File: src/rtl/mdio_frame_master.sv
// Clause 22 MDIO master: turns one register read/write request into a full
// MDC/MDIO frame (preamble, ST, OP, PHYAD, REGAD, TA, DATA, idle bit).
module mdio_frame_master #(
  parameter int unsigned CLK_DIV = 10,
  parameter int unsigned PRE_LEN = 32
) (
  input  logic        CLK,
  input  logic        RST,
  input  logic        REQ,
  output logic        RDY,
  input  logic        OP_WR,
  input  logic [4:0]  PHY_ADR,
  input  logic [4:0]  REG_ADR,
  input  logic [15:0] WR_DATA,
  output logic [15:0] RD_DATA,
  output logic        DONE,
  output logic        ERR,
  output logic        E_MDC,
  output logic        MDIO_OUT,
  output logic        MDIO_Z,
  input  logic        MDIO_IN
);

  localparam int unsigned DIV_W = 8;
  localparam int unsigned CNT_W = 6;

  typedef enum logic [3:0] {
    S_IDLE,
    S_PRE,
    S_ST,
    S_OP,
    S_PHY,
    S_REG,
    S_TA,
    S_DATA,
    S_IDLEBIT
  } state_t;

  state_t             state_q, state_d;
  logic [CNT_W-1:0]   cnt_q, cnt_d;
  logic [DIV_W-1:0]   div_q, div_d;
  logic               mdc_q, mdc_d;
  logic               mdo_q, mdo_d;
  logic               mdz_q, mdz_d;
  logic               rdy_q, rdy_d;
  logic               done_q, done_d;
  logic               err_q, err_d;
  logic [15:0]        rd_q, rd_d;
  logic [15:0]        sh_q, sh_d;
  logic               ta_err_q, ta_err_d;
  logic               wr_q, wr_d;
  logic [4:0]         pa_q, pa_d;
  logic [4:0]         ra_q, ra_d;
  logic [15:0]        wd_q, wd_d;
  logic [1:0]         sync_q;
  logic               load;

  // Pin values {z, out} for bit cnt (MSB-first) of field s.
  function automatic logic [1:0] drive_bit(input state_t s, input logic [CNT_W-1:0] c,
                                           input logic wr, input logic [4:0] pa,
                                           input logic [4:0] ra, input logic [15:0] wd);
    logic [1:0] v;
    v = 2'b11;
    case (s)
      S_PRE:  v = 2'b01;
      S_ST:   v = {1'b0, ~c[0]};
      S_OP:   v = {1'b0, wr ? ~c[0] : c[0]};
      S_PHY:  v = {1'b0, pa[c[2:0]]};
      S_REG:  v = {1'b0, ra[c[2:0]]};
      S_TA:   v = wr ? {1'b0, c[0]} : 2'b11;
      S_DATA: v = wr ? {1'b0, wd[c[3:0]]} : 2'b11;
      default: v = 2'b11;
    endcase
    return v;
  endfunction

  // Next-state: MDC divider, field sequencing, sampling and completion.
  always_comb begin
    state_d  = state_q;
    cnt_d    = cnt_q;
    div_d    = div_q;
    mdc_d    = mdc_q;
    mdo_d    = mdo_q;
    mdz_d    = mdz_q;
    rdy_d    = rdy_q;
    done_d   = 1'b0;
    err_d    = 1'b0;
    rd_d     = rd_q;
    sh_d     = sh_q;
    ta_err_d = ta_err_q;
    wr_d     = wr_q;
    pa_d     = pa_q;
    ra_d     = ra_q;
    wd_d     = wd_q;
    load     = 1'b0;

    if (state_q == S_IDLE) begin
      if (REQ) begin
        wr_d  = OP_WR;
        pa_d  = PHY_ADR;
        ra_d  = REG_ADR;
        wd_d  = WR_DATA;
        rdy_d = 1'b0;
        div_d = '0;
        mdc_d = 1'b0;
        load  = 1'b1;
        if (PRE_LEN != 0) begin
          state_d = S_PRE;
          cnt_d   = CNT_W'(PRE_LEN - 1);
        end else begin
          state_d = S_ST;
          cnt_d   = CNT_W'(1);
        end
      end
    end else if (div_q == DIV_W'(CLK_DIV - 1)) begin
      div_d = '0;
      if (!mdc_q) begin
        // Rising MDC: sample the synchronised input.
        mdc_d = 1'b1;
        if (state_q == S_TA && cnt_q == '0) ta_err_d = sync_q[1];
        if (state_q == S_DATA) sh_d = {sh_q[14:0], sync_q[1]};
      end else begin
        mdc_d = 1'b0;
        load  = 1'b1;
        if (cnt_q != '0) begin
          cnt_d = cnt_q - CNT_W'(1);
        end else begin
          case (state_q)
            S_PRE:  begin state_d = S_ST;      cnt_d = CNT_W'(1);  end
            S_ST:   begin state_d = S_OP;      cnt_d = CNT_W'(1);  end
            S_OP:   begin state_d = S_PHY;     cnt_d = CNT_W'(4);  end
            S_PHY:  begin state_d = S_REG;     cnt_d = CNT_W'(4);  end
            S_REG:  begin state_d = S_TA;      cnt_d = CNT_W'(1);  end
            S_TA:   begin state_d = S_DATA;    cnt_d = CNT_W'(15); end
            S_DATA: begin state_d = S_IDLEBIT; cnt_d = CNT_W'(0);  end
            default: begin
              state_d = S_IDLE;
              cnt_d   = '0;
              rdy_d   = 1'b1;
              done_d  = 1'b1;
              err_d   = ~wr_q & ta_err_q;
              if (!wr_q) rd_d = sh_q;
              load    = 1'b0;
              mdz_d   = 1'b1;
              mdo_d   = 1'b1;
            end
          endcase
        end
      end
    end else begin
      div_d = div_q + DIV_W'(1);
    end

    if (load) {mdz_d, mdo_d} = drive_bit(state_d, cnt_d, wr_d, pa_d, ra_d, wd_d);
  end

  // State and output registers.
  always_ff @(posedge CLK) begin
    if (RST) begin
      state_q  <= S_IDLE;
      cnt_q    <= '0;
      div_q    <= '0;
      mdc_q    <= 1'b0;
      mdo_q    <= 1'b1;
      mdz_q    <= 1'b1;
      rdy_q    <= 1'b1;
      done_q   <= 1'b0;
      err_q    <= 1'b0;
      rd_q     <= '0;
      sh_q     <= '0;
      ta_err_q <= 1'b0;
      wr_q     <= 1'b0;
      pa_q     <= '0;
      ra_q     <= '0;
      wd_q     <= '0;
      sync_q   <= 2'b11;
    end else begin
      state_q  <= state_d;
      cnt_q    <= cnt_d;
      div_q    <= div_d;
      mdc_q    <= mdc_d;
      mdo_q    <= mdo_d;
      mdz_q    <= mdz_d;
      rdy_q    <= rdy_d;
      done_q   <= done_d;
      err_q    <= err_d;
      rd_q     <= rd_d;
      sh_q     <= sh_d;
      ta_err_q <= ta_err_d;
      wr_q     <= wr_d;
      pa_q     <= pa_d;
      ra_q     <= ra_d;
      wd_q     <= wd_d;
      sync_q   <= {sync_q[0], MDIO_IN};
    end
  end

  assign RDY      = rdy_q;
  assign DONE     = done_q;
  assign ERR      = err_q;
  assign RD_DATA  = rd_q;
  assign E_MDC    = mdc_q;
  assign MDIO_OUT = mdo_q;
  assign MDIO_Z   = mdz_q;

endmodule

File: config.mk
export PLATFORM = sky130hd
export DESIGN_NAME = mdio_frame_master
export DESIGN_NICKNAME = d
export VERILOG_FILES = /design/src/rtl/mdio_frame_master.sv
export SDC_FILE = /design/constraint.sdc
export NUM_CORES = 1
export LEC_CHECK = 0
export CORE_UTILIZATION = 49
export CTS_BUF_LIST = sky130_fd_sc_hd__clkbuf_2 sky130_fd_sc_hd__clkbuf_4 sky130_fd_sc_hd__clkbuf_8
export CTS_CLUSTER_DIAMETER = 200
export DETAILED_ROUTE_END_ITERATION = 6
export GPL_TIMING_DRIVEN = 0
export PLACE_DENSITY = 0.72
export SLEW_MARGIN = 30
export SYNTH_ARGS = -nofsm -noshare
export SYNTH_HDL_FRONTEND = slang
export SYNTH_SLANG_ARGS = --single-unit
File: constraint.sdc
create_clock -name CLK -period 8.2 [get_ports CLK]
set_input_delay 2.46 -clock CLK [delete_from_list [all_inputs] [get_ports CLK]]
set_output_delay 2.46 -clock CLK [all_outputs]
set_load 0.005 [all_outputs]
==> flow_summary.toml <==
[outcome]
status = "finished, final reports clean"

[detailed_routing]
vias = 3702
drcViolationCount = 0
antenna_left = 0
drt_iter0_markers = 224
routed_wl_mm = 10.4
first_pass_iters = 4
vias_per_cell = 5.63
wl_per_cell_um = 15.8

[synthesis]
synthesis.instances = 486
ys_ff_latch = 86
synthFlopType = "dfxtp_1"
synthTopCellsByArea = "dfxtp_1, mux2i_1, nand2_1"
ys_types = 69
synth.most_common_cell = "nand2_1"
syn_nets = 522
synth_top_area_share_pct = 41.5
synth-edff-count = 0
synth.avg_cell_area_um2 = 8.54
yosys.area.top_type = "dfxtp_1"
yosysSeqAreaShare_pct = 41.5
synth_area_um2 = 4150
yosys_warnings = 0
ys_async_sr_fraction_pct = 0
synth_common_cells = "nand2_1, dfxtp_1, nor2_1"

[sta]
period_minus_slack_ps = 5160
min_period_over_period_pct = 62.9
skew_ps = 11.2
setup_viol = 0
setup_slack_ps = 3040
rsz0062_at_grt = "no"
relSlewSlack_pct = 47.3
fmax_mhz = 194
fin_tns_setup_ps = 0
drv_slew = 0
hold_viol = 0
worstMarginPinSlew_ps = 785

[setup_path]
r2r_slack_ps = 4530
r2r_end = "MDIO_OUT"
critical_path_buf_inv_count = 3
cp_cell_sequence = "clkdlybuf4s50_1 > and2_0 > clkbuf_1 > mux2i_1 > inv_1 > ha_1 > a21boi_2 > a2bb2oi_1 > o221ai_1 > a311oi_2 > o22ai_1"
end_kind = "register"
worst_path_dominant_cell_family = "buffers and inverters"
crit_slowest_cell = "mux2i_1"
r2r_start = "state_q[0]"
crit_required_ps = 8430
worstPathArrival_ps = 5390
crit_fanout = 6
ff2ff_path_depth = 12
max_stage_delay_ps = 570
critPathKind = "in2reg"
critPathLaunchType = "input pin"

[cells_and_area]
area_delta_synth_final_pct = 20.9
stdcell_area_um2 = 5020
nFillCells = 724
seq_area_um2 = 1720
final_nets = 584
n_antenna_cell = 0
drive_above_1_share_pct = 10.9
multi_input_area_um2 = 2270
final_cells = 657

[grt]
grt_pass1_wl_mm = 16.7
grt_pass1_vias = 3485
grt_max_degree = 16
grt_usage_pct = 24.8
antenna_found_initial = 0
grt_overflow = 0

[place]
pre_cts_ws_ps = 2790
place_area_um2 = 4800
io_buffers = 51
place_congestion = 0.896
placed_cells = 642
place_hpwl_mm = 7.54

[cts]
hold_buffers = 0
clock_path_buffers = 2
post-cts-setup-buffers = 0
cts_tree = "done"
insertion_delay_ps = 360
root_buffer = "clkbuf_8"
h-tree-depth = 3
cts_sinks = 86
cts_resized = 0
numCtsBuffers = 9
path_clk_slew_ps = 80

[floorplan]
die_w_um = 94.0
rows = 33
core_area_um2 = 8220
die_area_um2 = 8840
die_y_um = 94.0
ios = 53
initial_core_util_pct = 50.5

[min_path]
whs_endpoint = "sync_q[1]"
hold_path_startpoint = "sync_q[0]"
holdCritPathClass = "reg2reg"
hold-path-cell-count = 1

[flow_run]
max_cap_viol_count = 0

[power_and_ir_drop]
ir_worst_vdd_mv = 0.124
p_leak_nw = 1.79
cellPowerDensity_nw_per_um2 = 181
-- worst reg2reg max path, cell delays in order (launching register included) --
cell and delay (ps):
dfxtp_1 310, buf_2 170, nor4_2 620, and2_0 240
clkbuf_1 260, mux2i_1 570, inv_1 160, ha_1 320
a21boi_2 140, a2bb2oi_1 170, o221ai_1 180, a311oi_2 280
o22ai_1 130
-- per-layer routing --
layer	track usage [%]	wire length (µm)
met3	4.05	539
met5	0	0
met2	40.1	4790
met4	13.6	333
met1	31.3	4730
-- final cells by class --
class	count	area share, %
timing repair buffer	51	10.2
buffer	31	2.89
clock inverter	6	1.84
multi-input combinational	364	45.3
inverter	5	0.374
tap	105	2.62
clock buffer	9	2.47
sequential	86	34.3
-- flip-flops by register name, summed over array words and instances, names as in the netlist, 2 cells and up --
register and count:
sync_q 2, state_q 4, sh_q 16, cnt_q 6, wd_q 16, ra_q 5, div_q 8, pa_q 5
RD_DATA 16
-- kinds of logic after synthesis --
| kind of cell | after synthesis | share of synthesized area (%) |
|---|---|---|
| compound gates | 107 | 17.1 |
| xor+xnor | 2 | 0.422 |
| fa+ha+maj | 5 | 1.51 |
| buf+inv | 36 | 3.95 |
| flops | 86 | 41.5 |
| mux | 42 | 10.5 |
| simple gates | 208 | 25.1 |
-- how the worst max path moves through the flow --
stage	cells past startpoint	end	slack, ps	startpoint
2_1_floorplan	10	MDIO_OUT	3880	REQ
3_3_place_gp	11	MDIO_OUT	2850	REQ
3_5_place_dp	11	MDIO_OUT	2790	REQ
4_1_cts	11	MDIO_OUT	3150	REQ
5_1_grt	11	MDIO_OUT	2930	REQ
6_report	11	MDIO_OUT	3040	REQ
-- stage by stage --
stage | util (%) | total power, mW | hold slack (ps)
after floorplan | - | 0.538 | 389
after global placement | 58.3 | 0.581 | 393
after detailed placement | 58.4 | 0.585 | 402
after CTS | 61.1 | 0.913 | 422
after global routing | 61.1 | 0.944 | 425
final | 61.1 | 0.911 | 418
-- where the power goes --
part	switching (mW)	leakage, nW	total [mW]	internal [mW]
registers	0.00938	0.700	0.440	0.431
logic	0.0791	0.985	0.137	0.0579
clock network	0.161	0.102	0.333	0.172
total	0.249	1.79	0.911	0.661
-- cell usage in the layout (no fill, tap or decap), types with 3 or more instances in the layout --
master           Yosys  layout
nand2_1             87      87
dfxtp_1             86      86
nor2_1              56      56
a21oi_1             54      54
clkdlybuf4s50_1      0      51
mux2i_1             33      33
clkbuf_1            22      22
o21ai_0             15      15
nor3_1               9       9
clkbuf_8             0       9
mux2_2               8       8
nor3b_1              7       7
inv_1                5       5
buf_2                5       5
nor2b_1              5       5
nand3_1              5       5
ha_1                 5       5
nand2b_1             4       4
and3_1               4       4
o211ai_1             3       3
or3_1                3       3
a211oi_1             3       3
a31oi_1              3       3
o2111ai_1            3       3
No activity file was read; power rests on OpenSTA's default activity.
